--- src/rtl/uart_rx_os16_if.sv ---
// uart_rx_os16_if: serial line in, received byte and status strobes out.
interface uart_rx_os16_if #(parameter int DATA_BITS = 8);
    logic                 i_rx;
    logic [DATA_BITS-1:0] o_data;
    logic                 o_rx_done;
    logic                 o_frame_err;
    logic                 o_busy;
    modport master (output i_rx, input o_data, o_rx_done, o_frame_err, o_busy);
    modport slave  (input i_rx, output o_data, o_rx_done, o_frame_err, o_busy);
endinterface

--- src/rtl/uart_rx_os16.sv ---
// uart_rx_os16: oversampled UART receiver with mid-bit sampling,
// start-bit glitch rejection and a stop-bit check.
module uart_rx_os16 #(
    parameter int CLK_FREQ   = 100_000_000,
    parameter int BAUD       = 115200,
    parameter int OVERSAMPLE = 16,
    parameter int DATA_BITS  = 8
) (
    input logic           i_clk,
    input logic           i_rst_n,
    uart_rx_os16_if.slave rx_if
);
    localparam int TICK_DIV = CLK_FREQ / (BAUD * OVERSAMPLE);
    localparam int TW = $clog2(TICK_DIV);
    localparam int SW = $clog2(OVERSAMPLE);
    localparam int BW = $clog2(DATA_BITS + 1);

    typedef enum logic [2:0] {IDLE, START, DATA, STOP, WAIT_HIGH} state_t;

    state_t               state_q;
    logic [1:0]           sync_q;
    logic [TW-1:0]        tick_q, tick_d;
    logic [SW-1:0]        samp_q;
    logic [BW-1:0]        bit_q;
    logic [DATA_BITS-1:0] shift_q, data_q;
    logic                 done_q, ferr_q;
    logic                 rx_s, tick, half, full;

    assign rx_s   = sync_q[1];
    assign tick   = tick_q == TW'(TICK_DIV - 1);
    assign tick_d = tick ? '0 : tick_q + 1'b1;
    assign half   = tick && samp_q == SW'(OVERSAMPLE / 2 - 1);
    assign full   = tick && samp_q == SW'(OVERSAMPLE - 1);

    assign rx_if.o_data      = data_q;
    assign rx_if.o_rx_done   = done_q;
    assign rx_if.o_frame_err = ferr_q;
    assign rx_if.o_busy      = state_q != IDLE;

    always_ff @(posedge i_clk or negedge i_rst_n) begin
        if (!i_rst_n) begin
            state_q <= IDLE;
            sync_q  <= 2'b11;
            tick_q  <= '0;
            samp_q  <= '0;
            bit_q   <= '0;
            shift_q <= '0;
            data_q  <= '0;
            done_q  <= 1'b0;
            ferr_q  <= 1'b0;
        end else begin
            sync_q <= {sync_q[0], rx_if.i_rx};
            tick_q <= tick_d;
            done_q <= 1'b0;
            ferr_q <= 1'b0;
            if (tick && state_q inside {START, DATA, STOP} && !(half && state_q == START) && !full)
                samp_q <= samp_q + 1'b1;
            case (state_q)
                IDLE: begin
                    // Start edge is caught on any clock so the sample phase is set by the edge.
                    if (!rx_s) begin
                        state_q <= START;
                        samp_q  <= '0;
                    end
                end
                START: begin
                    if (half) begin
                        state_q <= rx_s ? IDLE : DATA;
                        samp_q  <= '0;
                        bit_q   <= '0;
                    end
                end
                DATA: begin
                    if (full) begin
                        shift_q <= {rx_s, shift_q[DATA_BITS-1:1]};
                        bit_q   <= bit_q + 1'b1;
                        samp_q  <= '0;
                        if (bit_q == BW'(DATA_BITS - 1))
                            state_q <= STOP;
                    end
                end
                STOP: begin
                    if (full) begin
                        if (rx_s) begin
                            data_q  <= shift_q;
                            done_q  <= 1'b1;
                            state_q <= IDLE;
                        end else begin
                            ferr_q  <= 1'b1;
                            state_q <= WAIT_HIGH;
                        end
                    end
                end
                WAIT_HIGH: begin
                    // A held-low line must not be read as a stream of new start bits.
                    if (rx_s)
                        state_q <= IDLE;
                end
                default: state_q <= IDLE;
            endcase
        end
    end
endmodule

--- src/flat_wrapper.sv ---
// flat-port wrapper written by rule: the top's interface ports become plain ports
module uart_rx_os16_flat 
#(
    parameter int CLK_FREQ   = 100_000_000,
    parameter int BAUD       = 115200,
    parameter int OVERSAMPLE = 16,
    parameter int DATA_BITS  = 8
)
  (i_clk, i_rst_n, rx_if_i_rx, rx_if_o_data, rx_if_o_rx_done, rx_if_o_frame_err, rx_if_o_busy);
  uart_rx_os16_if #(.DATA_BITS(DATA_BITS)) rx_if_i ();
  input logic i_clk;
  input logic i_rst_n;
  input wire logic [$bits(rx_if_i.i_rx)-1:0] rx_if_i_rx;
  output wire logic [$bits(rx_if_i.o_data)-1:0] rx_if_o_data;
  output wire logic [$bits(rx_if_i.o_rx_done)-1:0] rx_if_o_rx_done;
  output wire logic [$bits(rx_if_i.o_frame_err)-1:0] rx_if_o_frame_err;
  output wire logic [$bits(rx_if_i.o_busy)-1:0] rx_if_o_busy;
  assign rx_if_i.i_rx = rx_if_i_rx;
  assign rx_if_o_data = rx_if_i.o_data;
  assign rx_if_o_rx_done = rx_if_i.o_rx_done;
  assign rx_if_o_frame_err = rx_if_i.o_frame_err;
  assign rx_if_o_busy = rx_if_i.o_busy;
  uart_rx_os16 #(.CLK_FREQ(CLK_FREQ), .BAUD(BAUD), .OVERSAMPLE(OVERSAMPLE), .DATA_BITS(DATA_BITS)) u_core (.i_clk(i_clk), .i_rst_n(i_rst_n), .rx_if(rx_if_i));
endmodule
--- config.mk ---
export PLATFORM = sky130hd
export DESIGN_NAME = uart_rx_os16_flat
export DESIGN_NICKNAME = d
export VERILOG_FILES = /design/src/rtl/uart_rx_os16_if.sv /design/src/rtl/uart_rx_os16.sv /design/src/flat_wrapper.sv
export SDC_FILE = /design/constraint.sdc
export NUM_CORES = 1
export LEC_CHECK = 0
export CAP_MARGIN = 20
export CORE_AREA = 2 2 53 67
export CTS_BUF_LIST = sky130_fd_sc_hd__clkbuf_8
export DETAILED_ROUTE_END_ITERATION = 7
export DIE_AREA = 0 0 55 69
export PLACE_DENSITY = 0.8
export SLEW_MARGIN = 30
export SYNTH_ARGS = -nofsm -noshare
export SYNTH_HDL_FRONTEND = slang
export SYNTH_SLANG_ARGS = --single-unit
--- constraint.sdc ---
create_clock -name i_clk -period 2 [get_ports i_clk]
set_input_delay 0.4 -clock i_clk [delete_from_list [all_inputs] [get_ports i_clk]]
set_output_delay 0.4 -clock i_clk [all_outputs]
set_load 0.02 [all_outputs]
* Word level (Yosys, flattened, before mapping)
Cells that the tools add are included.
** Word-level totals
- Bits in registers :: 37
- Input port bits :: 3
- Output and inout port bits :: 11
- Logic and storage cells :: 66
** Cells by class
- Add/subtract/negate cells :: 3
- Eq/ne operators :: 14
- Mux-type cells :: 24
- Reductions and logical operators :: 16
** Operators by type and width (number)
- 4-bit 2-to-1 mux :: 6
- 3-bit 2-to-1 mux :: 7
- 3-bit case mux with 5 select lines :: 1
- 4-bit case mux with 3 select lines :: 1
- 4-bit by 1-bit adder with 4-bit output, second input constant :: 2
- 4-bit by 3-bit equality test with 1-bit output, second input constant :: 2
- 2-bit by 1-bit != test with 1-bit output, second input constant :: 4
- 4-bit case mux with 2 select lines :: 1
- 6-bit by 1-bit adder with 6-bit output, second input constant :: 1
- 3-bit by 2-bit equality test with 1-bit output, second input constant :: 2
- 6-bit equality test, second input constant :: 1
- 1-bit logical AND :: 6
- 1-bit 2-to-1 mux :: 6
- 6-bit 2-to-1 mux :: 1
- 3-bit AND reduction :: 2
- 6-bit AND reduction :: 1
- 3-bit nonzero test :: 2
- 4-bit equality test, second input constant :: 1
- 2-bit != test, second input constant :: 2
- 3-bit by 1-bit equality test with 1-bit output, second input constant :: 1
- 3-bit equality test, second input constant :: 1
- 3-bit zero test :: 1
- 1-bit zero test :: 2
- 2-bit 2-to-1 mux :: 1
- other kinds (2) :: 2

* Logic depth before layout (Yosys ltp)
- Depth after elaboration :: 9
- Gate-level depth with buffers :: 7
- Depth with buffers taken out :: 6

* Worst setup path after synthesis
No wires, ideal clock.
- Path kind :: reg2reg
- Start point :: reg u_core.samp_q[0]
- End point :: reg u_core.shift_q[0]
- Library setup time :: 0.128 ns
- Arrival time :: 1.568 ns
- Data required time :: 1.872 ns
- Setup slack :: 0.305 ns
- Stages on the path, launching flop included :: 7
- Path buffers :: 2
- Clock period less this slack :: 1.695 ns
- Cells stage by stage :: dfrtp_1 > ha_1 > and2_1 > buf_4 > and4_1 > buf_4 > mux2_1
** Between the ends
- Cells in the longest elaborated chain, start to end :: 3
** RTL lines
- start: declaration :: RTL line uart_rx_os16.sv:23 : logic [SW-1:0] samp_q;
- start signal: assignment :: RTL line uart_rx_os16.sv:57 : samp_q <= samp_q + 1'b1;
- 4-bit equality test :: RTL line uart_rx_os16.sv:33 : assign full = tick && samp_q == SW'(OVERSAMPLE - 1);
- 1-bit logical AND :: RTL line uart_rx_os16.sv:33
- 2-bit AND reduction (no line)
- end signal: assignment :: RTL line uart_rx_os16.sv:75 : shift_q <= {rx_s, shift_q[DATA_BITS-1:1]};
- end: declaration :: RTL line uart_rx_os16.sv:25 : logic [DATA_BITS-1:0] shift_q, data_q;
No other way between the ends.
A chain may end at the register's enable or synchronous reset.

* Worst setup path after layout
- Start point :: reg u_core.samp_q[0]
- End point :: reg u_core.data_q[1] (netlist: u_core.rx_if.o_data[1])
** Between the ends
- Cells in the longest elaborated chain, start to end :: 3
** RTL lines
- 4-bit equality test :: RTL line uart_rx_os16.sv:33
- 1-bit logical AND :: RTL line uart_rx_os16.sv:33
- 3-bit AND reduction (no line)
- end signal: assignment :: RTL line uart_rx_os16.sv:85 : data_q <= shift_q;
- end: declaration :: RTL line uart_rx_os16.sv:25
No other way between the ends.

==> impl_metrics.env <==
export IMPL_slowest_stage="dfrtp_1"
export IMPL_crit_buf_inv=0
export IMPL_vias_per_cell=5.94
export IMPL_ys_warn_count=0
export IMPL_cts_made_buffers=5
export IMPL_clock_skew_ns=0.00612
export IMPL_crit_type="register to register"
export IMPL_rr_startpoint="u_core.samp_q[0]$_DFF_PN0_"
export IMPL_reg2reg_slack_ns=0.13
export IMPL_mostFrequentLayoutCells="dfrtp_1 (34), nor2_1 (16), mux2_1 (16)"
export IMPL_grt_pass1_vias=1286
export IMPL_synth_top_family_by_area="simple AND/OR/NAND/NOR gates"
export IMPL_die_y_um=69
export IMPL_diodes=0
export IMPL_setup_viol=0
export IMPL_final_common_cell="dfrtp_1"
export IMPL_end_kind="register"
export IMPL_ant_nets=0
export IMPL_ios=14
export IMPL_layout_drive_gt1_share_pct=12.8
export IMPL_peakVddDrop_uv=574
export IMPL_p_int_mw=1.16
export IMPL_clock_sinks=37
export IMPL_routed_wl_mm=3.25
export IMPL_gp_congestion=0.802
export IMPL_cp_arrival_ns=2.04
export IMPL_worstRegToRegCells=5
export IMPL_first_iter_violations=31
export IMPL_seqPwrFrac_pct=53.0
export IMPL_vias=1282
export IMPL_critical_path_top_delay_family="simple AND/OR/NAND/NOR gates"
export IMPL_port_buffers=13
export IMPL_grt_pass1_wl_mm=5.54
export IMPL_finalPower_mw=1.42
export IMPL_clockBufferDepth=2
export IMPL_clk_pin_slew_worst_paths_ns=0.07
export IMPL_r2r_end="u_core.rx_if.o_data[1]$_DFFE_PN0P_"
export IMPL_drv_cap=0
export IMPL_cts_root_buf="clkbuf_8"
export IMPL_initial_core_util_pct=57.8
export IMPL_synth_mux_area_share_pct=10.4
export IMPL_p_sw_uw=263
export IMPL_relSlewSlack_pct=70.3
export IMPL_period_minus_slack_ns=1.87
export IMPL_setup_tns_ns=0
export IMPL_syn_area_mm2=0.00183
export IMPL_synth_simple_area_share_pct=18.9
export IMPL_dp_hpwl_mm=2.35
export IMPL_cts_tree="done"
export IMPL_switching_share_pct=18.5
export IMPL_fp_row_count=23
export IMPL_drc=0
export IMPL_final_util_pct=67.0
export IMPL_htree_levels=2
export IMPL_critical_path_max_stage_delay_ns=0.40
export IMPL_rsz0062_at_grt="false"
export IMPL_power_density_mw_per_mm2=670
export IMPL_avgSynthCellArea_um2=11.5
export IMPL_max_freq_mhz=535
export IMPL_pwr_share_clk_pct=45.5
export IMPL_min_period_over_period_pct=93.5
export IMPL_synth_compound_area_share_pct=11.1
export IMPL_syn_inst=159
export IMPL_area_delta_synth_final_pct=15.9
export IMPL_dp_cells=208
export IMPL_grt_use_total_pct=20.1
export IMPL_wl_per_cell_um=15.1
export IMPL_worstPathMaxFanout=9
export IMPL_dieArea_mm2=0.00380
export IMPL_insertion_delay_ns=0.29
export IMPL_drv_slew=0
export IMPL_holdPathEnd="u_core.sync_q[1]$_DFF_PN1_"
export IMPL_yosysUniqueCellTypes=50
export IMPL_grt_max_degree=38
export IMPL_grt_overflow_total=0
export IMPL_ys_seq_area_share_pct=50.8
export IMPL_power_frac_comb_pct=1.4
export IMPL_synth_edf_count=0
export IMPL_hold_buffers=0
export IMPL_min_path_cells=0
export IMPL_synth_fa_ha_area_share_pct=2.74
export IMPL_cp_required_ns=2.17
export IMPL_instances_no_fill=216
export IMPL_drtPass1Iterations=4
export IMPL_worst_pin_slew_ns=0.445
export IMPL_syn_nets=166
export IMPL_hold_violations=0
export IMPL_fillers=241
export IMPL_dieWidth_um=55
export IMPL_power_leakage_nw=0.961
export IMPL_post_cts_buffers=0
export IMPL_core_mm2=0.00317
export IMPL_hp_class="register to register"
export IMPL_antenna_found_initial=0
export IMPL_min_delay_start="u_core.sync_q[0]$_DFF_PN1_"
export IMPL_nNetsFinal=185
export IMPL_ys_ff_latch=37
export IMPL_crit_chain="ha_1 -> and2_1 -> nand3_2 -> nor2_4 -> mux2_1"
export IMPL_status="finished clean"
export IMPL_crit_path_start_kind="register"
export IMPL_synth_flop_cell="dfrtp_1"
export IMPL_async_flop_share_pct=100
export IMPL_synthXorXnorAreaFrac_pct=2.87
==> logic make-up after synthesis <==
logic type / count (synthesis)
AO/OA/AOI/OAI: 24
XOR/XNOR: 6
adder cells (fa/ha/maj): 4
buffers and inverters: 11
flip-flops: 37
multiplexers: 17
AND/OR/NAND/NOR: 60
==> area by class of cell <==
| type | count | area (um2) | share of cell area, % |
|---|---|---|---|
| clock inverter | 2 | 33.8 | 1.59 |
| multi-input combinational | 111 | 843 | 39.8 |
| tap | 37 | 46.3 | 2.18 |
| inverter | 5 | 18.8 | 0.885 |
| clock buffer | 6 | 82.6 | 3.89 |
| timing repair buffer | 18 | 166 | 7.85 |
| sequential | 37 | 930 | 43.8 |
==> sequential cells by signal, summed over array words and instances (netlist names) <==
| register | cells |
|---|---|
| u_core.samp_q | 4 |
| u_core.state_q | 3 |
| u_core.shift_q | 8 |
| u_core.rx_if.o_rx_done | 1 |
| u_core.tick_q | 6 |
| u_core.rx_if.o_data | 8 |
| u_core.sync_q | 2 |
| u_core.rx_if.o_frame_err | 1 |
| u_core.bit_q | 4 |
==> worst max-delay path by stage <==
stage | from | end | slack, ns | depth (start not counted)
finish | u_core.samp_q[0]$_DFF_PN0_ | u_core.rx_if.o_data[1]$_DFFE_PN0P_ | 0.13 | 5
floorplan | u_core.samp_q[0]$_DFF_PN0_ | u_core.shift_q[0]$_DFFE_PN0P_ | 0.30 | 6
detailed placement | u_core.samp_q[0]$_DFF_PN0_ | u_core.shift_q[2]$_DFFE_PN0P_ | 0.09 | 4
CTS | u_core.samp_q[0]$_DFF_PN0_ | u_core.shift_q[1]$_DFFE_PN0P_ | 0.09 | 4
global route | u_core.samp_q[0]$_DFF_PN0_ | u_core.rx_if.o_data[0]$_DFFE_PN0P_ | 0.004 | 5
global placement | u_core.samp_q[0]$_DFF_PN0_ | u_core.shift_q[0]$_DFFE_PN0P_ | 0.18 | 4
==> power by group through the flow <==
stage / clock [mW] / combinational [mW] / sequential (mW)
2_1_floorplan: 0 / 0.00182 / 0.767
6_report: 0.647 / 0.0205 / 0.754
3_3_place_gp: 0 / 0.0213 / 0.768
3_5_place_dp: 0 / 0.0222 / 0.768
5_1_grt: 0.695 / 0.0252 / 0.753
4_1_cts: 0.664 / 0.0220 / 0.753
==> through the flow <==
step / worst slack (ns) / hold slack, ns / instance area (um2)
2_1_floorplan: 0.305 / 0.104 / 1830
3_3_place_gp: 0.185 / 0.346 / 2000
3_5_place_dp: 0.0912 / 0.352 / 2000
4_1_cts: 0.0864 / 0.362 / 2120
5_1_grt: 0.00362 / 0.366 / 2120
6_report: 0.131 / 0.360 / 2120
==> repair_timing <==
item                                    in CTS  in global routing
hold endpoints to repair                     0                  0
endpoints found under the setup margin       1                  8
resized for setup                            2                  1
==> synthesized netlist by cell type, types with 2 or more instances <==
| master | instances | area, um2 |
|---|---|---|
| and2_1 | 2 | 12.5 |
| and3b_1 | 2 | 17.5 |
| ha_1 | 4 | 50.1 |
| nand3b_1 | 2 | 15.0 |
| nand2_1 | 10 | 37.5 |
| o21ai_1 | 3 | 15.0 |
| nor2_1 | 16 | 60.1 |
| buf_4 | 2 | 15.0 |
| xor2_1 | 3 | 26.3 |
| xnor2_1 | 3 | 26.3 |
| nand3_1 | 7 | 35.0 |
| nor2b_1 | 3 | 18.8 |
| mux2_1 | 16 | 180 |
| buf_2 | 2 | 10.0 |
| dfrtp_1 | 35 | 876 |
| a21oi_1 | 2 | 10.0 |
| o2111ai_1 | 3 | 26.3 |
| dfstp_2 | 2 | 52.6 |
| nand3_2 | 2 | 20.0 |
| o21ai_0 | 2 | 10.0 |
| and4b_1 | 2 | 20.0 |
| nor3_1 | 2 | 10.0 |
| inv_1 | 5 | 18.8 |
| or3_1 | 2 | 12.5 |
| o221ai_1 | 2 | 17.5 |
==> worst register-to-register path, stage by stage (launching register included) <==
cell and delay, ns:
dfrtp_1 0.40, ha_1 0.26, and2_1 0.29, nand3_2 0.17, nor2_4 0.28, mux2_1 0.36
==> layer usage <==
layer  routed length (um)  part of all wire [%]  up-vias  global-route usage (%)
li1                     -                     -      610                       -
met1                 1320                    41      638                    22.7
met2                 1740                    53       29                    32.3
met3                  130                   4.0        5                    4.76
met4                   61                   1.9        0                    13.0
met5                    0                     0        -                       0
(Power assumes the default switching activity.)
